## src/rtl/stack_pkg.sv

```systemverilog
// Types and default widths shared by the stack push/pop paths and the stack RAM.
// Pure declarations: no logic, no latency, no flow control.
package stack_pkg;

  localparam int STK_DW = 8;
  localparam int STK_AW = 8;
  localparam int STK_CW = 4;

  typedef enum logic [1:0] {IDLE, RD, WR, FIN} pop_state_t;

endpackage

```

## src/rtl/stack_pop_unit.sv

```systemverilog
// POP engine: moves pop_cnt entries from stack top to data memory; 2 cycles per entry, done one cycle after the last write.
// No backpressure: the RAM read is fixed one-cycle latency, and start is ignored while busy.
module stack_pop_unit
  import stack_pkg::*;
#(
  parameter int DW = STK_DW,
  parameter int AW = STK_AW,
  parameter int CW = STK_CW
) (
  input  logic          clk,
  input  logic          reset,
  input  logic          start,
  input  logic [CW-1:0] pop_cnt,
  input  logic [AW-1:0] dst_addr,
  input  logic [AW-1:0] sp,
  output logic          stk_ren,
  output logic [AW-1:0] stk_raddr,
  input  logic [DW-1:0] stk_rdata,
  output logic          sp_dec,
  output logic          dm_wen,
  output logic [AW-1:0] dm_waddr,
  output logic [DW-1:0] dm_wdata,
  output logic          busy,
  output logic          done,
  output logic          underflow
);

  pop_state_t    state_q, state_d;
  logic [CW-1:0] cnt_q, cnt_d;
  logic [AW-1:0] lsp_q, lsp_d;
  logic [AW-1:0] waddr_q, waddr_d;
  logic          uf_q, uf_d;

  always_ff @(posedge clk) begin
    if (reset) begin
      state_q <= IDLE;
      cnt_q   <= '0;
      lsp_q   <= '0;
      waddr_q <= '0;
      uf_q    <= 1'b0;
    end else begin
      state_q <= state_d;
      cnt_q   <= cnt_d;
      lsp_q   <= lsp_d;
      waddr_q <= waddr_d;
      uf_q    <= uf_d;
    end
  end

  always_comb begin
    state_d   = state_q;
    cnt_d     = cnt_q;
    lsp_d     = lsp_q;
    waddr_d   = waddr_q;
    uf_d      = uf_q;
    stk_ren   = 1'b0;
    stk_raddr = '0;
    sp_dec    = 1'b0;
    dm_wen    = 1'b0;
    dm_waddr  = '0;
    dm_wdata  = '0;
    done      = 1'b0;

    case (state_q)
      IDLE: begin
        if (start) begin
          cnt_d   = pop_cnt;
          waddr_d = dst_addr;
          lsp_d   = sp;
          uf_d    = 1'b0;
          if (pop_cnt == '0) begin
            state_d = FIN;
          end else if (sp == '0) begin
            uf_d    = 1'b1;
            state_d = FIN;
          end else begin
            state_d = RD;
          end
        end
      end
      RD: begin
        stk_ren   = 1'b1;
        stk_raddr = lsp_q - AW'(1);
        state_d   = WR;
      end
      WR: begin
        dm_wen   = 1'b1;
        dm_waddr = waddr_q;
        dm_wdata = stk_rdata;
        sp_dec   = 1'b1;
        lsp_d    = lsp_q - AW'(1);
        cnt_d    = cnt_q - CW'(1);
        waddr_d  = waddr_q + AW'(1);
        // Compare pre-decrement values against 1 to test the post-decrement zero.
        if (cnt_q == CW'(1)) begin
          state_d = FIN;
        end else if (lsp_q == AW'(1)) begin
          uf_d    = 1'b1;
          state_d = FIN;
        end else begin
          state_d = RD;
        end
      end
      FIN: begin
        done    = 1'b1;
        state_d = IDLE;
      end
      default: state_d = IDLE;
    endcase
  end

  assign busy      = (state_q != IDLE);
  assign underflow = uf_q;

endmodule

```

## config.mk

```make
export PLATFORM = sky130hd
export DESIGN_NAME = stack_pop_unit
export DESIGN_NICKNAME = d
export VERILOG_FILES = /design/src/rtl/stack_pkg.sv /design/src/rtl/stack_pop_unit.sv
export SDC_FILE = /design/constraint.sdc
export NUM_CORES = 1
export LEC_CHECK = 0
export CORE_ASPECT_RATIO = 1.75
export CORE_MARGIN = 5
export CORE_UTILIZATION = 40
export DETAILED_ROUTE_END_ITERATION = 6
export PLACE_DENSITY = 0.77
export SYNTH_ARGS = -nofsm -noshare
export SYNTH_HDL_FRONTEND = slang
export SYNTH_SLANG_ARGS = --single-unit
```

## constraint.sdc

```tcl
create_clock -name clk -period 1.5 [get_ports clk]
set_input_delay 0.15 -clock clk [delete_from_list [all_inputs] [get_ports clk]]
set_output_delay 0.15 -clock clk [all_outputs]
set_load 0.1 [all_outputs]
```

==> impl_results.md, run 1 <==
- Worst-Margin Slew: 0.3902 ns
- Final setup fails: 16
- Die area: 0.005358 mm^2
- Total core area: 0.003866 mm^2
- TritonCTS clock tree: done
- Cell Chain, Critical Path: inv_2 > ha_4 > nor3b_4 > nor3b_4 > xnor2_2 > nor2_4 > buf_12
- # diodes: 0
- HP Class: input pin to flip-flop
- GR Util met3: 3.039%
- Outcome: finished, violations left
- Internal: 1608 uW
- Final slew viol count: 0
- Fillers: 198
- Worst path top cell family by delay: simple AND/OR/NAND/NOR gates
- Global-route wire length before repair: 10360 um
- TritonRoute pass-1 iters: 6
- Fin area: 0.003286 mm^2
- Post-synth EDFFs: 0
- Clock power frac: 14.7%
- CP startpoint kind: flip-flop
- WP data required: 1.35 ns
- Buffer and inverter count on the worst path: 2
- Setup repair after global routing missed its margin: true
- # DRC: 0
- Cts bufs inserted: 3
- Most used cell, CP: nor3b_4
- Cell area after synthesis: 0.001580 mm^2
- Clock Skew: 0.001455 ns
- Total Routing Usage GR: 24.90%
- Fmax: 530.9 MHz
- Crit-path slowest cell: dfxtp_2
- Minimum clock period: 1.883 ns
- GR peak layer: met2
- Grt ovf: 0
- DR iter-0 viols: 116
- Post-synth top area cell: dfxtp_1
- Initial antenna violation count: 0
- Commonest non-fill, non-tap cells in the layout: buf_4 (43), buf_12 (31), clkdlybuf4s50_1 (30)
- Maximum VDD drop: 0.6976 mV
- Ys async rst share: 0%
- DR vias: 2058
- Initial Util: 40.87%
- Multi-input logic area: 0.001290 mm^2
- Gate Count Post-Synth: 205
- Synth area leaders: dfxtp_1 (29%), nor2_1 (6.9%), and2_1 (5.9%)
- Largest net degree at the start of global routing: 15
- Worst-Skew Late Latency: 0.28 ns
- Row count: 30
- DP Wirelength: 4481 um
- IO Count: 61
- Share of the synthesized area in the top cell type: 29.14%
- Reg-to-reg startpoint: lsp_q[1]
- Root buf cell: clkbuf_8
- Critical path origin: lsp_q[1]
- M1 GR Usage: 25.21%
- CTS Buffer Depth: 2
- Psw: 1198 uW
- Post-synthesis sequential area ratio: 29.14%
- Post-route ant nets: 0
- Post-DR vias/cell: 5.814
- Fin crit share: 125.6%
- Sequential power share: 27.5%
- DP Area: 0.002974 mm^2
- CP Capture Type: primary output
- Mapped Nets: 241
- Die height: 93.15 um
- Post-synthesis cell type count: 45
- Prevailing post-synth register cell: dfxtp_1
- Synth Register Bits: 23
- Layout area overhead: 107.9%
- Routed WL: 7306 um
- Final nets: 343
- # Max-Cap Violations: 0
- Critical path class: flip-flop to primary output
- Worst setup margin: -0.3835 ns
- Leakage Power: 0.001294 uW
- IO buf count: 60
- Sequential cell area: 480.5 um^2
- WL/cell: 20.64 um
- Relative slew slack: 73.96%
- Logic pwr share: 57.8%
- CTS Sinks: 23
- DP Worst Slack: -0.1535 ns
- Critical Path AT: 1.73 ns
- Die width: 57.52 um
- Crit-path max cell delay: 0.35 ns
- Vias in the first global route: 2150
- M2 GR Usage: 44.81%
- Failing checks: setup timing
- Pwr dens: 854.2 mW/mm^2
- H-tree Lvls: 1
- Largest fanout on the critical path: 3
- Switching Fraction: 42.70%
- HP Start: dst_addr[1]
- Hold_ws: 0.4480 ns
- Synth warn: 0
- Most common cell after layout, fill and taps aside: buf_4
- Final hold vios: 0
- Share of layout cells above drive strength 1: 47.71%
- FF-to-FF setup slack: -0.12 ns
- RD Place Congestion: 0.9210
- Mapped Avg Cell Area: 7.709 um^2
- Reg clk slew, reported paths: 0.09 ns
==> logic make-up (layout without fill, tap and decap cells) <==
group / after synthesis / after routing / synth area share, %
AND/OR/NAND/NOR: 89 / 90 / 29.93
AO/OA/AOI/OAI: 56 / 56 / 25.65
buffers and inverters: 24 / 124 / 6.809
flip-flops: 23 / 23 / 29.14
XOR/XNOR: 7 / 7 / 3.880
adder cells (fa/ha/maj): 5 / 5 / 3.959
multiplexers: 1 / 1 / 0.6334
==> Yosys cell counts (2+ instances only) <==
| master | instances |
|---|---|
| buf_4 | 3 |
| o21a_1 | 5 |
| a32oi_1 | 2 |
| nor3b_1 | 2 |
| nor3b_2 | 2 |
| xnor2_1 | 6 |
| o22ai_1 | 3 |
| nand4_1 | 2 |
| nor2_1 | 29 |
| nor3_1 | 9 |
| buf_2 | 5 |
| o211a_1 | 2 |
| a31oi_1 | 3 |
| ha_1 | 5 |
| a22oi_1 | 2 |
| dfxtp_1 | 23 |
| a21oi_1 | 11 |
| a211oi_1 | 9 |
| nand3_1 | 4 |
| o21ai_0 | 8 |
| nor4_2 | 2 |
| clkbuf_1 | 5 |
| and3_1 | 3 |
| or4_1 | 3 |
| nand2_1 | 12 |
| inv_1 | 11 |
| and2_1 | 15 |
| or3_1 | 2 |
==> worst min-delay path, cell delays in order <==
cell             delay [ns]
clkdlybuf4s50_1        0.41
nand2_1                0.06
a311oi_1               0.08
==> per-layer routing <==
metal,up-vias,wire length [um],share of wire (%)
met5,-,0,0
met1,982,2596,36
met4,0,503,6.9
met2,101,3830,52
li1,937,-,-
met3,38,376,5.1
==> flip-flops by register name (all words and copies together) (netlist names) <==
name / count
waddr_q: 8
lsp_q: 8
state_q: 2
cnt_q: 4
underflow: 1
==> timing repair <==
| item | 4_1_cts | 5_1_grt |
|---|---|---|
| pin swaps | 7 | 13 |
| hold buffers | 0 | 0 |
| cloned | 2 | 1 |
| gates resized for setup | 21 | 26 |
| setup buffers | 2 | 4 |
| endpoints found under the setup margin | 29 | 32 |
==> final cells by class <==
class                   instances  share of cell area [%]
well taps                      48                   1.828
multi-input cells             159                   39.26
flip-flops and latches         23                   14.62
inverters                      11                   1.828
repair buffers                109                   41.09
clock buffers                   4                   1.371
==> final timing paths <==
| check | endpoint | cells after the start |
|---|---|---|
| max | stk_raddr[6] | 7 |
| min | waddr_q[1] | 3 |
| max reg2reg | lsp_q[6] | 8 |
| min reg2reg | cnt_q[3] | 2 |
==> through the flow <==
step,setup TNS (ns),util (%),instances,power (uW)
finish,-1.957,84.98,354,2807
floorplan,-0.6570,-,205,1605
global route,-2.741,84.98,354,2905
detailed placement,-0.7331,76.93,344,2191
CTS,-1.618,82.04,351,2695
global placement,-0.4466,76.93,344,2158
==> power by group through the flow <==
stage	combinational (uW)	clock, uW	sequential [uW]
after floorplan	820	0	785
after global placement	1400	0	762
after detailed placement	1420	0	766
after CTS	1540	405	752
after global routing	1700	430	777
final	1620	413	771
Note: power is estimated with default switching activity, not from simulation.
==> run 2, diff against run 1 <==
CELL_PAD_IN_SITES_DETAIL_PLACEMENT = 1   (was not set)
CELL_PAD_IN_SITES_GLOBAL_PLACEMENT = 1   (was not set)
CORE_UTILIZATION = 28   (was 40)
PLACE_DENSITY = not set   (was 0.77)
PLACE_DENSITY_LB_ADDON = 0.1   (was not set)
==> run 2 against run 1 <==
The run still ends with setup timing left. First-iteration DRC count fell by 41%. Hold slack improved by 0.017 ns. Sequential power fell by 1%. Clock-buffer cell count did not move. Design area rose by 2.2%. Core utilization fell by 24 points. Cell count rose by 11%. Via count fell by 3.2%. Critical endpoint is now stk_raddr[4].
==> impl_results.md, run 2 (synthesis results as in run 1) <==
- Reg-to-reg startpoint: lsp_q[1] (unchanged)
- Die width: 66.79 um (was 57.52 um)
- Initial Util: 28.52% (was 40.87%)
- CTS Buffer Depth: 2 (unchanged)
- Total core area: 0.005540 mm^2 (was 0.003866 mm^2)
- TritonRoute pass-1 iters: 4 (was 6)
- Row count: 36 (was 30)
- Placed Cells: 377 (was 344)
- Worst Setup EP: stk_raddr[4] (was stk_raddr[6])
- Top flop regs: lsp_q: 8 flops, waddr_q: 8 flops, cnt_q: 4 flops (unchanged)
- Share of layout cells above drive strength 1: 48.42% (was 47.71%)
- IO buf count: 60 (unchanged)
- Worst-Skew Late Latency: 0.27 ns (was 0.28 ns)
- # Max-Cap Violations: 0 (unchanged)
- Worst-Margin Slew: 0.3387 ns (was 0.3902 ns)
- Vias in the first global route: 2100 (was 2150)
- Largest fanout on the critical path: 3 (unchanged)
- Critical path origin: lsp_q[1] (unchanged)
- # DRC: 0 (unchanged)
- WP data required: 1.35 ns (about the same)
- Critical path class: flip-flop to primary output (unchanged)
- Initial antenna violation count: 0 (unchanged)
- Multi-input logic area: 0.001291 mm^2 (was 0.001290 mm^2)
- Hold_ws: 0.4648 ns (was 0.4480 ns)
- Crit-path max cell delay: 0.36 ns (was 0.35 ns)
- Root buf cell: clkbuf_8 (unchanged)
- Commonest non-fill, non-tap cells in the layout: buf_4 (52), buf_12 (31), clkdlybuf4s50_1 (30) (was buf_4 (43), buf_12 (31), clkdlybuf4s50_1 (30))
- Final Util: 60.61% (was 84.98%)
- Hold_buf cts: 0 (unchanged)
- Setup repair after global routing missed its margin: true (unchanged)
- Global-route wire length before repair: 10450 um (was 10360 um)
- Die height: 109.4 um (was 93.15 um)
- CTS Sinks: 23 (unchanged)
- Minimum clock period: 1.841 ns (was 1.883 ns)
- Outcome: finished, violations left (unchanged)
- Cts bufs inserted: 3 (unchanged)
- Pwr dens: 840.8 mW/mm^2 (was 854.2 mW/mm^2)
- Clock Skew: 0.002365 ns (was 0.001455 ns)
- Final setup fails: 8 (was 16)
- HP Class: input pin to flip-flop (unchanged)
- Layout area overhead: 112.5% (was 107.9%)
- Grt ovf: 0 (unchanged)
- IO Count: 61 (unchanged)
- Sequential cell area: 475.5 um^2 (was 480.5 um^2)
- CP Capture Type: primary output (unchanged)
- # diodes: 0 (unchanged)
- DR iter-0 viols: 68 (was 116)
- Post-route ant nets: 0 (unchanged)
- WL/cell: 17.40 um (was 20.64 um)
- Worst r2r path cells: 8 (unchanged)
- DR vias: 1993 (was 2058)
- Cell Chain, Critical Path: inv_2 > ha_4 > nor3b_4 > buf_4 > buf_6 > xnor2_4 > nor2_4 > buf_12 (was inv_2 > ha_4 > nor3b_4 > nor3b_4 > xnor2_2 > nor2_4 > buf_12)
- Fillers: 617 (was 198)
- Die area: 0.007305 mm^2 (was 0.005358 mm^2)
- CP startpoint kind: flip-flop (unchanged)
- Reg clk slew, reported paths: 0.09 ns (about the same)
- FF-to-FF setup slack: -0.10 ns (was -0.12 ns)
- Maximum VDD drop: 0.4654 mV (was 0.6976 mV)
- Critical Path AT: 1.69 ns (was 1.73 ns)
- RD Place Congestion: 0.7891 (was 0.9210)
- Crit-path slowest cell: dfxtp_2 (unchanged)
- Total Routing Usage GR: 18.73% (was 24.90%)
- TritonCTS clock tree: done (unchanged)
- Largest net degree at the start of global routing: 17 (was 15)
- Final hold vios: 0 (unchanged)
- Most common cell after layout, fill and taps aside: buf_4 (unchanged)
- Post-DR vias/cell: 5.084 (was 5.814)
- Relative slew slack: 77.40% (was 73.96%)
- Crit Reg-Reg Endpoint: lsp_q[4] (was lsp_q[6])
- Fmax: 543.1 MHz (was 530.9 MHz)
- Worst setup margin: -0.3414 ns (was -0.3835 ns)
- Leakage Power: 0.001321 uW (was 0.001294 uW)
- Final nets: 353 (was 343)
- Fin crit share: 122.8% (was 125.6%)
- DP Wirelength: 4990 um (was 4481 um)
- Routed WL: 6822 um (was 7306 um)
- Finished Layout Cells: 392 (was 354)
- Failing checks: setup timing (unchanged)
- H-tree Lvls: 1 (unchanged)
- Final slew viol count: 0 (unchanged)
-- run 2: cell types whose count changed in the layout (fill, tap and decap cells not counted), sizes merged --
cell,before,now
buf,78,88
clkinvlp,1,2
inv,10,9
-- run 2: how the worst min path moves through the flow --
stage                      end        start  slack (ns)  cells after the start
floorplan           waddr_q[1]  dst_addr[1]        0.31                      2
CTS                 waddr_q[1]  dst_addr[1]        0.47                      3
global placement      cnt_q[1]     cnt_q[1]        0.46                      2
global route        waddr_q[1]  dst_addr[1]        0.47                      3
finish              waddr_q[1]  dst_addr[1]        0.46                      3
detailed placement    cnt_q[1]     cnt_q[1]        0.47                      2
-- run 2: area by class of cell --
cell class	count	share of cell area, %
well taps	76	2.832
multi-input cells	159	38.45
flip-flops and latches	23	14.16
repair buffers	119	41.47
clock buffers	4	1.341
inverters	11	1.751
-- run 2: stage by stage --
step	TNS (ns)	total power, uW	setup WS, ns	area (um^2)
6_report	-1.796	2824	-0.3414	3358
5_1_grt	-2.661	2950	-0.4260	3358
3_5_place_dp	-1.070	2234	-0.1475	3047
3_3_place_gp	-0.8337	2204	-0.1170	3047
2_1_floorplan	-0.6570	1605	-0.2523	1742
4_1_cts	-1.736	2775	-0.3448	3278
-- run 2: worst max-delay path: cells and delay by family (launching register included) --
family                   cells  cell delay (ns)
XOR/XNOR                     1             0.15
adder cells (fa/ha/maj)      1             0.15
buffers and inverters        4             0.49
flip-flops                   1             0.36
AND/OR/NAND/NOR              2             0.27
-- run 2: per-layer routing --
metal / global-route usage (%) / wire length [um] / vias to the layer above
li1: - / - / 960
met1: 20.21 / 2515 / 990
met2: 37.71 / 4083 / 39
met3: 1.227 / 173 / 4
met4: 4.797 / 50 / 0
met5: 0 / 0 / -
-- run 2: power breakdown --
| group | leakage (uW) | total, uW | internal, uW | switching, uW |
|---|---|---|---|---|
| registers | 0.000193 | 760 | 680 | 79.8 |
| clock network | 0.0000228 | 408 | 190 | 218 |
| logic | 0.00110 | 1660 | 772 | 883 |
-- run 2: timing repair --
| item | in CTS | in global routing |
|---|---|---|
| gates cloned | 1 | 1 |
| endpoints found under the setup margin | 33 | 30 |
| gates resized for setup | 26 | 18 |
| setup buffers | 8 | 7 |
| pin swaps | 10 | 14 |
